**src/rtl/sysmem_pkg.sv**
```systemverilog
// Shared definitions for the system-memory bus bridge: FSM encoding and the
// byte-lane layout of the four lane BRAMs.
package sysmem_pkg;

    localparam int unsigned SYSMEM_LANES  = 4;
    localparam int unsigned SYSMEM_LANE_W = 8;
    localparam int unsigned SYSMEM_DATA_W = SYSMEM_LANES * SYSMEM_LANE_W;

    typedef enum logic [1:0] {
        ST_IDLE   = 2'd0,
        ST_RD_CAP = 2'd1,
        ST_ACK    = 2'd2
    } sysmem_state_e;

    // Lane n carries data bits [lane_lsb(n) +: SYSMEM_LANE_W].
    function automatic int unsigned lane_lsb(input int unsigned lane);
        return lane * SYSMEM_LANE_W;
    endfunction

endpackage

```
**src/rtl/sysmem_bus_ctrl.sv**
```systemverilog
// PicoRV32 native-bus bridge to the four byte-lane system-memory BRAMs:
// window decode, per-lane enables and capture of the one-cycle read latency.
module sysmem_bus_ctrl
    import sysmem_pkg::*;
#(
    parameter int unsigned ADDR_W    = 10,
    parameter logic [31:0] BASE_ADDR = 32'h0000_0000
) (
    input  logic                     clka,
    input  logic                     rsta,
    input  logic                     mem_valid,
    input  logic [31:0]              mem_addr,
    input  logic [SYSMEM_DATA_W-1:0] mem_wdata,
    input  logic [SYSMEM_LANES-1:0]  mem_wstrb,
    output logic                     mem_ready,
    output logic [SYSMEM_DATA_W-1:0] mem_rdata,
    output logic                     sel,
    output logic [ADDR_W-1:0]        bram_addr,
    output logic [SYSMEM_LANES-1:0]  bram_ce,
    output logic [SYSMEM_LANES-1:0]  bram_we,
    output logic [SYSMEM_DATA_W-1:0] bram_din,
    input  logic [SYSMEM_DATA_W-1:0] bram_dout
);

    localparam int unsigned TAG_LSB = ADDR_W + 2;

    sysmem_state_e              state_q, state_d;
    logic                       ready_q, ready_d;
    logic [SYSMEM_DATA_W-1:0]   rdata_q, rdata_d;
    logic                       unused_byte_offset;

    // Byte offset within the word plays no part in the lane access.
    assign unused_byte_offset = ^mem_addr[1:0];

    assign sel       = mem_valid && (mem_addr[31:TAG_LSB] == BASE_ADDR[31:TAG_LSB]);
    assign bram_addr = mem_addr[TAG_LSB-1:2];
    assign bram_din  = mem_wdata;
    assign mem_ready = ready_q;
    assign mem_rdata = rdata_q;

    always_ff @(posedge clka or posedge rsta) begin
        if (rsta) begin
            state_q <= ST_IDLE;
            ready_q <= 1'b0;
            rdata_q <= '0;
        end else begin
            state_q <= state_d;
            ready_q <= ready_d;
            rdata_q <= rdata_d;
        end
    end

    // BRAM strobes only ever fire from IDLE, so ACK can never re-trigger an access.
    always_comb begin
        state_d = state_q;
        rdata_d = rdata_q;
        bram_ce = '0;
        bram_we = '0;
        case (state_q)
            ST_IDLE: begin
                if (sel && !rsta) begin
                    if (|mem_wstrb) begin
                        bram_ce = mem_wstrb;
                        bram_we = mem_wstrb;
                        state_d = ST_ACK;
                    end else begin
                        bram_ce = '1;
                        state_d = ST_RD_CAP;
                    end
                end
            end
            ST_RD_CAP: begin
                rdata_d = bram_dout;
                state_d = ST_ACK;
            end
            ST_ACK:  state_d = ST_IDLE;
            default: state_d = ST_IDLE;
        endcase
        ready_d = (state_d == ST_ACK);
    end

endmodule
```
**config.mk**
```make
export PLATFORM = sky130hd
export DESIGN_NAME = sysmem_bus_ctrl
export DESIGN_NICKNAME = d
export VERILOG_FILES = /design/src/rtl/sysmem_pkg.sv /design/src/rtl/sysmem_bus_ctrl.sv
export SDC_FILE = /design/constraint.sdc
export NUM_CORES = 1
export LEC_CHECK = 0
export ABC_AREA = 1
export CAP_MARGIN = 20
export CORE_ASPECT_RATIO = 1.25
export CORE_MARGIN = 5
export CORE_UTILIZATION = 25
export CTS_CLUSTER_SIZE = 14
export DETAILED_ROUTE_END_ITERATION = 16
export PLACE_DENSITY = 0.8
export SYNTH_ARGS = -nofsm -noshare
export SYNTH_HDL_FRONTEND = slang
export SYNTH_SLANG_ARGS = --single-unit
```
**constraint.sdc**
```tcl
create_clock -name clka -period 1.9 [get_ports clka]
set_input_delay 0.38 -clock clka [delete_from_list [all_inputs] [get_ports clka]]
set_output_delay 0.38 -clock clka [all_outputs]
set_load 0.005 [all_outputs]
```
* Yosys cells after proc, flatten, opt, wreduce, memory -nomap -nowiden *
Index checks and enable logic that the tools add are counted.

storage, ports and cells
  output and inout port bits = 84
  logic and storage cells = 20
  flip-flop bits (word level) = 35

cells by class
  reductions and logical operators = 6
  equality and inequality tests = 2
  mux-type cells = 9

operators by type and width
  cell                                                             number
  4-bit 2-to-1 mux                                                 6
  20-bit zero test                                                 1
  2-bit 2-to-1 mux                                                 2
  2-bit one-hot mux with 2 select lines                            1
  4-bit OR reduction                                               1
  2-bit by 1-bit == test with 1-bit output, second input constant  1
  2-bit == test, second input constant                             1
  1-bit logical AND                                                2
  2-bit zero test                                                  1
  1-bit zero test                                                  1

* Logic depth before layout (Yosys ltp) *
Gate-level depths: netlist of run 1.

  word-level depth = 6
  gate-level depth with buffers = 7

* Least setup slack after synthesis of run 1 *
No wires, ideal clock.

  path type = input port to output port
  start = input rsta
  end = output bram_ce[0]
  setup slack = -72 ps
  arrival time = 1592 ps
  cell stages on the path = 3
  cells stage by stage = inv_1 > nand4_4 > a21oi_1

between the ends
  cells in the longest elaborated chain, start to end = 4

RTL lines
  element            line                   text
  from (decl)        sysmem_bus_ctrl.sv:10  input logic rsta,
  1-bit zero test    sysmem_bus_ctrl.sv:61  if (sel && !rsta) begin
  1-bit logical AND  sysmem_bus_ctrl.sv:61
  4-bit 2-to-1 mux   sysmem_bus_ctrl.sv:61
  4-bit 2-to-1 mux   sysmem_bus_ctrl.sv:59  case (state_q)
  to (decl)          sysmem_bus_ctrl.sv:19  output logic [SYSMEM_LANES-1:0] bram_ce,

Every way passes these cells.

* Worst setup path after layout of run 1 *
  start = input mem_addr[26]
  end = output bram_we[2]

between the ends
  cells in the longest elaborated chain, start to end = 5

RTL lines
  element            line                   text
  from (decl)        sysmem_bus_ctrl.sv:12  input logic [31:0] mem_addr,
  20-bit zero test   sysmem_bus_ctrl.sv:35  assign sel = mem_valid && (mem_addr[31:TAG_LSB] == BASE_ADDR[31:TAG_LSB]);
  1-bit logical AND  sysmem_bus_ctrl.sv:35
  1-bit logical AND  sysmem_bus_ctrl.sv:61
  4-bit 2-to-1 mux   sysmem_bus_ctrl.sv:61
  4-bit 2-to-1 mux   sysmem_bus_ctrl.sv:59
  to (decl)          sysmem_bus_ctrl.sv:20  output logic [SYSMEM_LANES-1:0] bram_we,

Every way passes these cells.

==> results.json, run 1 <==
{
  "status": "complete, no violations",
  "layout.cells.non_filler": 383,
  "fmax_mhz": 529,
  "wl_um": 5750,
  "hold_viol": 0,
  "diodes": 0,
  "place_hpwl_um": 3950,
  "synthTopCellsByCount": "buf_4 (42), dfrtp_1 (35), mux2_4 (28)",
  "fin_crit_sh_pct": 99.5,
  "required_ns": 1.52,
  "async_reset_ff_share_pct": 100,
  "grt_pass1_wl_um": 8950,
  "nNetsFinal": 390,
  "grtUsageTotal_pct": 11.4,
  "core-area_sq_um": 7790,
  "max-vdd-ir-drop_v": 0.000360,
  "rr_startpoint": "state_q[0]$_DFF_PP0_",
  "vias_per_cell": 4.27,
  "synth_largest_area_cell": "dfrtp_1",
  "drt_iter0_markers": 42,
  "post_drt_wl_per_cell_um": 15.0,
  "grt_pass1_vias": 1880,
  "cts_tree": "done",
  "drive_above_1_share_pct": 48.3,
  "critPathLaunch": "mem_addr[26]",
  "drc": 0,
  "postCtsHoldBufs": 0,
  "cp-end-kind": "output port",
  "clock_skew_ns": 0.00639,
  "maxSlewViolCount": 0,
  "clk_path_buf_depth": 2,
  "place.gp.congestion": 0.779,
  "pwr_density_cell_nw_per_um2": 520,
  "clk_latency_ns": 0.28,
  "grt-ovfl-total": 0,
  "critPathKind": "in -> out",
  "cts-root-buf": "clkbuf_8",
  "worst_pin_slew_ns": 0.460,
  "ys_ff_latch": 35,
  "crit_fanout": 3,
  "synth.distinct_cells": 15,
  "rows": 36,
  "cts.sink_count": 35,
  "antenna_left": 0,
  "top_usage_layer": "met2",
  "period_needed_ns": 1.89,
  "synth_seq_area_share_pct": 44.0,
  "synth_warnings": 0,
  "port_buffers": 100,
  "arrival_ns": 1.51,
  "multi_input_area_sq_um": 842,
  "tns_ns": 0,
  "cts.clk_slew.worst_paths_ns": 0.07,
  "die_width_um": 89.8,
  "antenna_found_initial": 0,
  "cp-start-kind": "input pin",
  "max_slew_margin_pct": 69.3,
  "setup_viol": 0,
  "synth.most_common_cell": "buf_4",
  "grt.met3_usage_pct": 4.38,
  "ff2ff_setup_slack_ns": 0.38,
  "initial_core_util_pct": 25.5,
  "yosys.area.top_type_share_pct": 44.0,
  "drv_cap": 0,
  "seq_area_sq_um": 877,
  "fillCellCount": 756,
  "cts_buffers": 5,
  "whs_ns": 0.462,
  "drtPass1Iterations": 3,
  "synth_cells": 180,
  "ioPinCount": 187,
  "synthTopCellsByArea": "dfrtp_1 (44%), mux2_4 (21%), buf_4 (16%), nor2_1 (4.7%), nand2_1 (3.4%)",
  "die_h_um": 110,
  "synth-edff-count": 0,
  "syn_to_final_growth_pct": 60.5,
  "use_met1_pct": 11.1,
  "vias": 1636,
  "synth_area_sq_um": 1990,
  "hold_class": "in -> async",
  "dp.cells": 342,
  "syn-num-nets": 283,
  "postSynthAreaPerCell_sq_um": 11.1,
  "grt_max_degree": 37,
  "die_area_sq_um": 9860,
  "cellLeakagePower_nw": 1.57,
  "use_met2_pct": 20.3,
  "htree_num_levels": 2,
  "ys.flop_type": "dfrtp_1"
}
==> critical path, cell delays in order <==
cell	delay, ns
buf_2	0.11
nor2_2	0.12
nand2_2	0.07
nor2_4	0.18
nand4_4	0.14
buf_6	0.15
nor2_1	0.10
dlygate4sd2_1	0.25
==> worst paths after layout <==
path | to | depth (start not counted)
worst max register to register | mem_rdata[24]$_DFFE_PP0N_ | 4
worst max-delay path | bram_we[2] | 8
worst min-delay path | state_q[1]$_DFF_PP0_ | 3
worst min register to register | mem_rdata[26]$_DFFE_PP0N_ | 1
min in group clka | mem_rdata[26]$_DFFE_PP0N_ | 1
max in group asynchronous | state_q[0]$_DFF_PP0_ | 3
==> layer usage <==
| layer | vias to the layer above | part of all wire [%] |
|---|---|---|
| met1 | 768 | 35 |
| met5 | - | 0 |
| li1 | 752 | - |
| met4 | 0 | 4.4 |
| met3 | 31 | 8.7 |
| met2 | 85 | 52 |
==> placed cells by master, fill, tap and decap left out, types with 3 or more instances in the layout <==
cell type | netlist | layout
a21oi_2 | 0 | 3
buf_2 | 0 | 20
buf_4 | 42 | 39
buf_6 | 3 | 4
clkbuf_2 | 0 | 7
clkbuf_8 | 0 | 5
clkdlybuf4s50_1 | 0 | 67
dfrtp_1 | 35 | 34
dlygate4sd2_1 | 0 | 3
inv_1 | 10 | 6
inv_2 | 1 | 4
mux2_2 | 4 | 4
mux2_4 | 28 | 28
nand2_1 | 18 | 16
nor2_1 | 25 | 16
nor2_2 | 3 | 4
nor2_4 | 0 | 8
==> power breakdown <==
part,internal [mW],leakage [nW],switching [mW]
registers,0.779,0.413,0.0205
clock network,0.256,0.0412,0.274
logic,0.225,1.11,0.105
total,1.26,1.57,0.400
==> cell families after synthesis <==
family                 Yosys count  share of synthesized area [%]
AND/OR/NAND/NOR                 52                           11.8
buffers and inverters           56                           19.6
flip-flops                      35                           44.0
AO/OA/AOI/OAI                    5                           1.26
multiplexers                    32                           23.4
==> area by class of cell <==
type | count | area share, %
tap | 95 | 3.72
multi-input combinational | 90 | 26.4
clock inverter | 2 | 0.392
clock buffer | 6 | 2.27
inverter | 11 | 1.41
timing repair buffer | 144 | 38.4
sequential | 35 | 27.5
==> registers in the layout, summed over array words and instances (netlist names) <==
signal / cells
mem_rdata: 32
mem_ready: 1
state_q: 2
==> through the flow <==
| stage | worst slack, ns | total power, mW | util, % | area [sq um] |
|---|---|---|---|---|
| 2_1_floorplan | 0.201 | 0.966 | - | 1990 |
| 3_3_place_gp | -0.526 | 1.11 | 36.8 | 2870 |
| 3_5_place_dp | -0.558 | 1.12 | 36.8 | 2870 |
| 4_1_cts | 0.00411 | 1.68 | 40.3 | 3140 |
| 5_1_grt | -0.0359 | 1.75 | 41.0 | 3190 |
| 6_report | 0.00977 | 1.66 | 41.0 | 3190 |
==> timing repair <==
item | in CTS | in global routing
gates cloned | 1 | 0
gates resized for setup | 111 | 28
buffers inserted | 30 | 3
pin swaps | 21 | 11
setup endpoints to repair | 9 | 9
(Power assumes the default switching activity.)
==> inputs of run 2 (changes only) <==
--- a/config.mk
+++ b/config.mk
@@ -12,7 +12,7 @@
 export CORE_UTILIZATION = 25
 export CTS_CLUSTER_SIZE = 14
 export DETAILED_ROUTE_END_ITERATION = 16
-export PLACE_DENSITY = 0.8
+export PLACE_DENSITY = 0.77
 export SYNTH_ARGS = -nofsm -noshare
 export SYNTH_HDL_FRONTEND = slang
 export SYNTH_SLANG_ARGS = --single-unit
==> constraint.sdc (replaced) <==
create_clock -name clka -period 2.22 [get_ports clka]
set_input_delay 0.444 -clock clka [delete_from_list [all_inputs] [get_ports clka]]
set_output_delay 0.444 -clock clka [all_outputs]
set_load 0.005 [all_outputs]
==> results.json, run 2 (synthesized netlist as in run 1, its figures left out) <==
{
  "nNetsFinal": 368,
  "worst-r2r-cell-count": 3,
  "ff2ff_setup_slack_ns": 0.81,
  "crit_fanout": 4,
  "clk_path_buf_depth": 2,
  "r2r-end": "mem_rdata[26]$_DFFE_PP0N_",
  "die_width_um": 89.8,
  "pwr-share-clk_pct": 34.8,
  "largest_reg_flops": 32,
  "worst_pin_slew_ns": 0.615,
  "intPower_mw": 1.14,
  "diodes": 0,
  "max_slew_margin_pct": 59.0,
  "period_needed_ns": 2.15,
  "grt_pass1_vias": 1696,
  "pwr_density_cell_nw_per_um2": 472,
  "hold-path-cell-count": 1,
  "port_buffers": 100,
  "grt_max_degree": 37,
  "max-vdd-ir-drop_v": 0.000367,
  "pre_cts_ws_ns": -0.388,
  "grtUsageTotal_pct": 10.6,
  "setup_viol": 0,
  "drive_above_1_share_pct": 33.8,
  "vias_per_cell": 4.25,
  "drt_iter0_markers": 37,
  "die_area_sq_um": 9860,
  "hold_start": "mem_rdata[29]$_DFFE_PP0N_",
  "fillCellCount": 757,
  "drc": 0,
  "fin_crit_sh_pct": 96.8,
  "place.gp.congestion": 0.719,
  "ioPinCount": 187,
  "cellLeakagePower_nw": 1.54,
  "layout_setup_ws_ns": 0.0705,
  "p_switching_uw": 321,
  "maxSlewViolCount": 0,
  "postCtsHoldBufs": 0,
  "layout_common_cells": "clkdlybuf4s50_1 (70), dfrtp_1 (35), mux2_4 (28), nor2_1 (21), buf_4 (19)",
  "comb_power_share_pct": 18.2,
  "hold_viol": 0,
  "clk_latency_ns": 0.28,
  "antenna_left": 0,
  "seq_power_share_pct": 46.9,
  "drv_cap": 0,
  "cts.clk_slew.worst_paths_ns": 0.07,
  "cp-start-kind": "input pin",
  "core-area_sq_um": 7790,
  "tns_ns": 0,
  "arrival_ns": 1.71,
  "cts.sink_count": 35,
  "critPathKind": "in -> out",
  "rr_startpoint": "state_q[1]$_DFF_PP0_",
  "post_drt_wl_per_cell_um": 14.6,
  "hold_path_end": "mem_rdata[29]$_DFFE_PP0N_",
  "cts_tree": "done",
  "fmax_mhz": 465,
  "place_hpwl_um": 3930,
  "multi_input_area_sq_um": 800,
  "syn_to_final_growth_pct": 54.9,
  "grt-ovfl-total": 0,
  "clock_skew_ns": 0.00417,
  "switching_share_pct": 22.0,
  "initial_core_util_pct": 25.5,
  "required_ns": 1.78,
  "vias": 1536,
  "rows": 36,
  "status": "complete, no violations",
  "rsz0062_at_grt": "no",
  "cts-root-buf": "clkbuf_8",
  "mostFrequentLayoutCell": "clkdlybuf4s50_1",
  "die_h_um": 110,
  "cts_buffers": 5,
  "hold_class": "reg -> reg",
  "cp-end-kind": "output port",
  "wl_um": 5290,
  "grt_pass1_wl_um": 8360,
  "drtPass1Iterations": 4,
  "htree_num_levels": 2,
  "seq_area_sq_um": 876,
  "antenna_found_initial": 0
}
==> run 2: metal layers <==
layer	global-route usage, %	up-vias	routed length [um]
met5	0	-	0
met3	5.13	32	606
met4	6.37	0	227
met2	17.8	78	2660
met1	10.8	719	1790
li1	-	707	-
==> run 2: final cells by class <==
class | count | area share [%]
tap | 95 | 3.85
timing repair buffer | 122 | 37.1
clock buffer | 7 | 3.12
inverter | 11 | 1.34
multi-input combinational | 90 | 25.9
sequential | 35 | 28.4
clock inverter | 1 | 0.243
==> run 2: worst max path at each step <==
stage	slack (ns)	from	end	depth (start not counted)
floorplan	0.12	rsta	bram_ce[0]	3
global placement	-0.30	mem_addr[29]	bram_ce[0]	7
detailed placement	-0.39	mem_addr[29]	bram_ce[0]	7
CTS	-0.11	mem_addr[16]	bram_ce[3]	8
global route	0.008	mem_addr[28]	bram_we[3]	9
finish	0.07	mem_addr[28]	bram_ce[2]	9
==> run 2: power by group through the flow <==
stage / combinational [mW] / clock, mW / sequential [mW]
after floorplan: 0.130 / 0 / 0.697
after global placement: 0.257 / 0 / 0.695
after detailed placement: 0.263 / 0 / 0.696
after CTS: 0.268 / 0.539 / 0.684
after global routing: 0.288 / 0.563 / 0.688
final: 0.266 / 0.507 / 0.684
==> run 2: worst max-delay path: stages <==
cell and delay (ns):
dlygate4sd2_1 0.24, nor2_1 0.12, nand2_1 0.10, nor2_4 0.18
nand4_4 0.15, buf_6 0.15, buf_6 0.10, a21oi_2 0.09
buf_2 0.12
==> run 2: per-stage QoR <==
step / utilization, % / power (mW) / hold slack, ns / instance area [sq um] / std cells
2_1_floorplan: - / 0.827 / 0.504 / 1990 / 180
3_5_place_dp: 36.2 / 0.959 / 0.496 / 2820 / 338
3_3_place_gp: 36.2 / 0.952 / 0.487 / 2820 / 338
6_report: 39.6 / 1.46 / 0.505 / 3080 / 361
4_1_cts: 38.9 / 1.49 / 0.509 / 3030 / 357
5_1_grt: 39.6 / 1.54 / 0.532 / 3080 / 361
==> run 2: timing repair <==
item / in CTS / in global routing
buffers inserted: 10 / 4
gates cloned: 1 / 0
setup endpoints to repair: 9 / 9
endpoints found under the hold margin: 0 / 0
resized for setup: 53 / 18
pin swaps: 17 / 9
